## src/rtl/fetch_unit_if.sv

```systemverilog
// Instruction-memory request/response bus between fetch_unit and imem.
//   imem_req    fetch -> mem : request valid
//   imem_addr   fetch -> mem : word address of request
//   imem_gnt    mem -> fetch : request accepted this cycle
//   imem_rvalid mem -> fetch : response valid
//   imem_rdata  mem -> fetch : response instruction word
interface fetch_unit_if;
  logic        imem_req;
  logic [15:0] imem_addr;
  logic        imem_gnt;
  logic        imem_rvalid;
  logic [15:0] imem_rdata;

  modport master (
    output imem_req, imem_addr,
    input  imem_gnt, imem_rvalid, imem_rdata
  );

  modport slave (
    input  imem_req, imem_addr,
    output imem_gnt, imem_rvalid, imem_rdata
  );
endinterface

```

## src/rtl/fetch_unit.sv

```systemverilog
// Instruction fetch stage: owns the fetch PC, keeps one request in flight to
// instruction memory, presents returned words with their PC to decode, holds a
// late response in a one-entry skid buffer, follows redirects and stops on HALT.
//   clk          clock, rising edge
//   rst          asynchronous reset, active low
//   imem         instruction-memory bus (master side)
//   redirect     taken branch/jump, replaces fetch PC
//   redirect_pc  redirect target
//   stall        decode cannot accept the presented instruction
//   inst / pc    instruction to decode and its address
//   inst_valid   inst/pc hold a live instruction
//   halted       HALT delivered, fetch stopped
//
// state    | meaning
// ---------+----------------------------------------------------------
// S_IDLE   | one cycle after reset before the first request
// S_REQ    | request fetch_pc (only while skid buffer is empty)
// S_WAIT   | request accepted, waiting for response (kill drops it)
// S_HALTED | HALT fetched; only redirect or reset leaves
module fetch_unit #(
  parameter logic [15:0] RESET_PC = 16'h0000,
  parameter logic [15:0] NOP_INST = 16'h0000,
  parameter logic [3:0]  HALT_OP  = 4'hF
) (
  input  logic         clk,
  input  logic         rst,
  fetch_unit_if.master imem,
  input  logic         redirect,
  input  logic [15:0]  redirect_pc,
  input  logic         stall,
  output logic [15:0]  inst,
  output logic [15:0]  pc,
  output logic         inst_valid,
  output logic         halted
);

  typedef enum logic [1:0] {S_IDLE, S_REQ, S_WAIT, S_HALTED} state_t;

  state_t      state;
  logic [15:0] fetch_pc;
  logic        kill;
  logic        skid_valid;
  logic [15:0] skid_inst;
  logic [15:0] skid_pc;

  logic slot_free;
  logic resp;
  logic hs;

  // Request and address come straight from registers, so the address is
  // stable for as long as the request is waiting for a grant.
  assign imem.imem_req  = (state == S_REQ) && !skid_valid;
  assign imem.imem_addr = fetch_pc;

  assign slot_free = !inst_valid || !stall;
  assign resp      = (state == S_WAIT) && imem.imem_rvalid && !kill;
  assign hs        = imem.imem_req && imem.imem_gnt;

  always_ff @(posedge clk or negedge rst) begin
    if (!rst) begin
      state      <= S_IDLE;
      fetch_pc   <= RESET_PC;
      kill       <= 1'b0;
      inst       <= NOP_INST;
      pc         <= 16'h0000;
      inst_valid <= 1'b0;
      halted     <= 1'b0;
      skid_valid <= 1'b0;
      skid_inst  <= NOP_INST;
      skid_pc    <= 16'h0000;
    end else if (redirect) begin
      fetch_pc   <= redirect_pc;
      inst       <= NOP_INST;
      inst_valid <= 1'b0;
      skid_valid <= 1'b0;
      halted     <= 1'b0;
      // A request already accepted (or still pending) on the old path must
      // have its response swallowed before the new path is requested.
      if ((state == S_WAIT && !imem.imem_rvalid) || (state == S_REQ && hs)) begin
        kill  <= 1'b1;
        state <= S_WAIT;
      end else begin
        kill  <= 1'b0;
        state <= S_REQ;
      end
    end else begin
      // Output slot: skid first, then a same-cycle response. A full skid
      // blocks new requests, so skid and response never collide.
      if (slot_free) begin
        if (skid_valid) begin
          inst       <= skid_inst;
          pc         <= skid_pc;
          inst_valid <= 1'b1;
          skid_valid <= 1'b0;
        end else if (resp) begin
          inst       <= imem.imem_rdata;
          pc         <= fetch_pc;
          inst_valid <= 1'b1;
        end else begin
          inst       <= NOP_INST;
          inst_valid <= 1'b0;
        end
      end else if (resp) begin
        skid_inst  <= imem.imem_rdata;
        skid_pc    <= fetch_pc;
        skid_valid <= 1'b1;
      end

      case (state)
        S_IDLE: state <= S_REQ;
        S_REQ: begin
          if (hs) state <= S_WAIT;
        end
        S_WAIT: begin
          if (imem.imem_rvalid) begin
            if (kill) begin
              kill  <= 1'b0;
              state <= S_REQ;
            end else begin
              fetch_pc <= fetch_pc + 16'd1;
              if (imem.imem_rdata[15:12] == HALT_OP) begin
                state  <= S_HALTED;
                halted <= 1'b1;
              end else begin
                state <= S_REQ;
              end
            end
          end
        end
        S_HALTED: state <= S_HALTED;
        default:  state <= S_IDLE;
      endcase
    end
  end

endmodule

```

## src/flat_wrapper.sv

```systemverilog
// flat-port wrapper written by rule: the top's interface ports become plain ports
module fetch_unit_flat 
#(
  parameter logic [15:0] RESET_PC = 16'h0000,
  parameter logic [15:0] NOP_INST = 16'h0000,
  parameter logic [3:0]  HALT_OP  = 4'hF
)
  (clk, rst, redirect, redirect_pc, stall, inst, pc, inst_valid, halted, imem_imem_req, imem_imem_addr, imem_imem_gnt, imem_imem_rvalid, imem_imem_rdata);
  fetch_unit_if imem_i ();
  input  logic clk;
  input  logic rst;
  input  logic redirect;
  input  logic [15:0] redirect_pc;
  input  logic stall;
  output logic [15:0] inst;
  output logic [15:0] pc;
  output logic inst_valid;
  output logic halted;
  output wire logic [$bits(imem_i.imem_req)-1:0] imem_imem_req;
  output wire logic [$bits(imem_i.imem_addr)-1:0] imem_imem_addr;
  input wire logic [$bits(imem_i.imem_gnt)-1:0] imem_imem_gnt;
  input wire logic [$bits(imem_i.imem_rvalid)-1:0] imem_imem_rvalid;
  input wire logic [$bits(imem_i.imem_rdata)-1:0] imem_imem_rdata;
  assign imem_imem_req = imem_i.imem_req;
  assign imem_imem_addr = imem_i.imem_addr;
  assign imem_i.imem_gnt = imem_imem_gnt;
  assign imem_i.imem_rvalid = imem_imem_rvalid;
  assign imem_i.imem_rdata = imem_imem_rdata;
  fetch_unit #(.RESET_PC(RESET_PC), .NOP_INST(NOP_INST), .HALT_OP(HALT_OP)) u_core (.clk(clk), .rst(rst), .imem(imem_i), .redirect(redirect), .redirect_pc(redirect_pc), .stall(stall), .inst(inst), .pc(pc), .inst_valid(inst_valid), .halted(halted));
endmodule
```

## config.mk

```make
export PLATFORM = sky130hd
export DESIGN_NAME = fetch_unit_flat
export DESIGN_NICKNAME = d
export VERILOG_FILES = /design/src/rtl/fetch_unit_if.sv /design/src/rtl/fetch_unit.sv /design/src/flat_wrapper.sv
export SDC_FILE = /design/constraint.sdc
export NUM_CORES = 1
export LEC_CHECK = 0
export ABC_AREA = 1
export CAP_MARGIN = 15
export CORE_ASPECT_RATIO = 1.25
export CORE_MARGIN = 2
export CORE_UTILIZATION = 40
export DETAILED_ROUTE_END_ITERATION = 12
export PLACE_DENSITY = 0.65
export SLEW_MARGIN = 10
export SYNTH_ARGS = -nofsm -noshare
export SYNTH_HDL_FRONTEND = slang
export SYNTH_SLANG_ARGS = --single-unit
export TNS_END_PERCENT = 30
```

## constraint.sdc

```tcl
create_clock -name clk -period 1.7 [get_ports clk]
set_clock_uncertainty 0.1 [all_clocks]
set_input_delay 0.34 -clock clk [delete_from_list [all_inputs] [get_ports clk]]
set_output_delay 0.34 -clock clk [all_outputs]
set_load 0.01 [all_outputs]
```

==> parameters.txt, run 1 <==
Parameter                              Value

Detailed routing
  Antenna violation net count after detailed routing ... 0
  Total wire length ... 10200 µm
  Router iterations before antenna repair ... 4
  Post-detailed-route wirelength per cell ... 13.2 µm
  Post-detailed-route via-to-cell ratio ... 4.79
  Vias after detailed routing ... 3718
  Post-route DRC ... 0
  Number of DRC violations after detailed-routing iteration 0 ... 157

Logic synthesis
  Number of warning messages in the yosys log ... 0
  Mapped cell area ... 4150 µm²
  Share of the yosys chip area belonging to registers ... 0.518
  Average instance area after synthesis ... 7.67 µm²
  Number of synthesized register bits ... 86
  Syn nets ... 580
  Post-synthesis cell type count ... 29
  Post-synthesis instance total ... 541

Setup path
  Beginning of the critical path ... u_core.imem.imem_addr[2]
  Beginning of the worst register-to-register path ... u_core.state[0]
  Cell-by-cell listing of the critical path ... clkdlybuf4s50_1
  Worst endpoint data arrival time ... 1.24 ns
  Largest delay contributor family on the critical path ... buffers and inverters
  Crit path largest cell delay ... 0.54 ns
  Register-to-Register Setup Slack ... 0.11 ns
  Depth of the critical timing path with buffers and inverters included ... 1
  Reg2reg end ... u_core.pc[4]
  Register-to-Register Path Depth ... 8
  Required time at the endpoint of the critical path ... 1.26 ns
  Total buffers and inverters traversed by the critical path ... 1
  Sort of element at the start of the critical path ... register
  Critical path fanouts, max ... 2
  Capturing instance or port of the critical path ... imem_imem_addr[2]
  Crit. End Element ... output port
  Master of the slowest instance on the critical path ... sky130_fd_sc_hd__clkdlybuf4s50_1
  Worst Path Class, Setup ... register to output port

CTS
  Cell chosen for the clock root ... sky130_fd_sc_hd__clkbuf_16
  CTS sink count ... 86
  Clock buffer count from CTS ... 9
  Deepest level of the CTS H-tree ... 3
  CTS tree ... done
  Clock network latency to the later pin of the worst-skew pair ... 0.34 ns
  Clock transition at the register clock pins on the worst setup and hold paths after CTS ... 0.06 ns
  Clock tree buffer depth ... 2

Final layout
  Share of layout cells above drive strength 1 ... 0.0910
  Filler cell count ... 951
  Antenna cells ... 0
  NumNets Final ... 682
  Area overhead of the layout relative to synthesis ... 35.7%

Place
  Last weighted congestion value of the routability-driven placer ... 0.876
  Pre-CTS setup slack ... -0.633 ns
  Port Buffers ... 88
  Post-DP HPWL ... 7300 µm

Power
  Clock network fraction of design power ... 0.321
  LEAKAGE ... 3.16 nW
  Cell-internal power ... 0.00416 W
  Power Density ... 1060 nW/µm²
  Proportion of power drawn by flip-flops and latches ... 0.428
  Net Sw Frac ... 0.303
  Logic pwr share ... 0.251
  Max rail drop VDD ... 0.640 mV
  Total power after layout ... 0.00597 W
  Total net switching power ... 0.00181 W

Timing
  Number of endpoints failing setup at the final stage ... 0
  Final worst path period need ... 1.68 ns
  Worst-case setup margin in the final layout ... 0.0220 ns
  Unrepaired setup endpoints after global routing ... yes
  Count of endpoints failing hold in the final timing report ... 0
  Final count of pins violating max slew ... 0
  Final worst path period share ... 0.987
  Worst rel slew slack ... 0.551
  Highest clock frequency the design can meet ... 596 MHz
  Slew at the pin closest to its max-slew limit ... 0.672 ns

Global route
  Number of global-route vias before repair ... 3618
  Total overflow reported by the global router ... 0
  Wire length of the first global-routing pass ... 17100 µm
  Initial antenna violation count ... 0
  Maximum number of pins on one net before global-route repair ... 36
  GRT Overall Usage ... 0.192

Floorplan
  Overall die area ... 11200 µm²
  Initial core utilization ... 0.411
  Chip Height ... 118 µm
  Top-Level Pins ... 89
  Number of rows created at floorplan ... 41
  Horizontal extent of the die ... 95.1 µm
  Placeable core region ... 10100 µm²

Run status
  Result of the run ... finished, final reports clean

Flow run
  MaxCap Viol Count ... 0

Hold path
  Type of the tightest min-delay check ... register to register
## per-layer routing
layer,vias up,part of all wire,global-route usage
met1,1714,0.47,0.271
met4,0,0.014,0.0725
met3,8,0.041,0.0288
met2,82,0.48,0.295
li1,1914,-,-
met5,-,0,0
## synthesized netlist by cell type
cell	instances	share of area
sky130_fd_sc_hd__nor3_1	1	0.0012
sky130_fd_sc_hd__buf_1	1	0.00090
sky130_fd_sc_hd__ha_1	1	0.0030
sky130_fd_sc_hd__a21boi_0	5	0.0090
sky130_fd_sc_hd__nor2_4	1	0.0027
sky130_fd_sc_hd__nand2_1	231	0.21
sky130_fd_sc_hd__a21oi_1	14	0.017
sky130_fd_sc_hd__a21oi_4	1	0.0039
sky130_fd_sc_hd__nand2_2	1	0.0015
sky130_fd_sc_hd__buf_2	12	0.014
sky130_fd_sc_hd__a22o_1	1	0.0021
sky130_fd_sc_hd__nor2_2	3	0.0045
sky130_fd_sc_hd__o21ai_0	24	0.029
sky130_fd_sc_hd__dfrtp_1	86	0.52
sky130_fd_sc_hd__xor2_1	2	0.0042
sky130_fd_sc_hd__nand3_1	32	0.039
sky130_fd_sc_hd__inv_1	46	0.042
sky130_fd_sc_hd__nand4_1	3	0.0045
sky130_fd_sc_hd__clkbuf_1	5	0.0045
sky130_fd_sc_hd__nand3_4	1	0.0042
sky130_fd_sc_hd__nor3_2	1	0.0024
sky130_fd_sc_hd__o21ai_1	19	0.023
sky130_fd_sc_hd__inv_2	2	0.0018
sky130_fd_sc_hd__nor2_1	28	0.025
sky130_fd_sc_hd__o211ai_1	2	0.0036
sky130_fd_sc_hd__xnor2_1	1	0.0021
sky130_fd_sc_hd__buf_4	3	0.0054
sky130_fd_sc_hd__buf_6	1	0.0027
sky130_fd_sc_hd__o22ai_1	13	0.020
## sequential cells by signal (all words and copies together) (netlist names)
| name | cells |
|---|---|
| u_core.imem.imem_addr | 16 |
| u_core.inst_valid | 1 |
| u_core.state | 2 |
| u_core.skid_inst | 16 |
| u_core.kill | 1 |
| u_core.halted | 1 |
| u_core.inst | 16 |
| u_core.skid_pc | 16 |
| u_core.skid_valid | 1 |
| u_core.pc | 16 |
## cell families after synthesis
logic type | share of synthesized area
AO/OA/AOI/OAI | 0.107
buffers and inverters | 0.0714
adder cells (fa/ha/maj) | 0.00301
XOR/XNOR | 0.00633
flip-flops | 0.518
AND/OR/NAND/NOR | 0.294
## metrics by stage
| stage | std cells | area [µm²] | TNS [ns] | utilization | hold slack, ns |
|---|---|---|---|---|---|
| 6_report | 777 | 5630 | 0 | 0.558 | 0.369 |
| 5_1_grt | 777 | 5630 | -0.500 | 0.558 | 0.404 |
| 4_1_cts | 777 | 5580 | -0.0639 | 0.552 | 0.374 |
| 3_5_place_dp | 759 | 5270 | -21.34 | 0.522 | 0.199 |
| 3_3_place_gp | 759 | 5270 | -20.77 | 0.522 | 0.199 |
| 2_1_floorplan | 541 | 4150 | 0 | - | -0.0556 |
## cell type report
cell class / instances / area (µm²) / share of cell area
clock buffer: 12 / 267 / 0.0473
clock inverter: 4 / 30.0 / 0.00533
multi-input combinational: 385 / 1710 / 0.304
sequential: 86 / 2160 / 0.383
inverter: 48 / 180 / 0.0320
timing repair buffer: 113 / 1120 / 0.200
tap: 129 / 161 / 0.0286
## power groups by stage
stage | Clock [W] | Combinational, W | Sequential [W]
2_1_floorplan | 0 | 0.000592 | 0.00268
3_3_place_gp | 0 | 0.00154 | 0.00259
3_5_place_dp | 0 | 0.00157 | 0.00260
4_1_cts | 0.00195 | 0.00155 | 0.00256
5_1_grt | 0.00204 | 0.00168 | 0.00259
6_report | 0.00192 | 0.00150 | 0.00255
## layout by cell type, fill, tap and decap left out, drive strengths merged, types with 19 or more instances in the layout
cell type and count:
nand2 232, dfrtp 86, inv 48, clkdlybuf4s50 46
o21ai 43, nand3 33, nor2 32, buf 26
dlymetal6s2s 21, dlygate4sd2 19
## worst min path at each step
stage	startpoint	to	cells after the start
after floorplan	rst	u_core.halted	0
after detailed placement	rst	u_core.pc[12]	1
final	u_core.pc[11]	u_core.pc[11]	2
after CTS	u_core.pc[6]	u_core.pc[6]	2
after global placement	rst	u_core.pc[10]	1
after global routing	u_core.inst[5]	u_core.inst[5]	2
## timing repair
| item | CTS | global route |
|---|---|---|
| pin swaps | 0 | 1 |
| buffers inserted | 1 | 0 |
| gates resized for setup | 30 | 24 |
| setup endpoints to repair | 38 | 56 |
| endpoints found under the hold margin | 26 | 0 |
| hold buffers | 1 | 0 |
No activity file was read; power rests on OpenSTA's default activity.
==> run 2: changes to the inputs <==
--- a/config.mk
+++ b/config.mk
@@ -11,8 +11,9 @@
 export CORE_MARGIN = 2
 export CORE_UTILIZATION = 40
 export DETAILED_ROUTE_END_ITERATION = 12
+export GPL_ROUTABILITY_DRIVEN = 0
 export PLACE_DENSITY = 0.65
-export SLEW_MARGIN = 10
+export SLEW_MARGIN = 20
 export SYNTH_ARGS = -nofsm -noshare
 export SYNTH_HDL_FRONTEND = slang
 export SYNTH_SLANG_ARGS = --single-unit
==> results of run 2 <==
Same layout as run 1: the final DEF is identical, and so are final timing and power.
==> run 3: changes to the inputs <==
--- a/config.mk
+++ b/config.mk
@@ -12,6 +12,7 @@
 export CORE_UTILIZATION = 40
 export DETAILED_ROUTE_END_ITERATION = 12
 export GPL_ROUTABILITY_DRIVEN = 0
+export HOLD_SLACK_MARGIN = 0.15
 export PLACE_DENSITY = 0.65
 export SLEW_MARGIN = 20
 export SYNTH_ARGS = -nofsm -noshare
==> results of run 3 <==
Same layout as run 1: the final DEF is identical, and so are final timing and power.
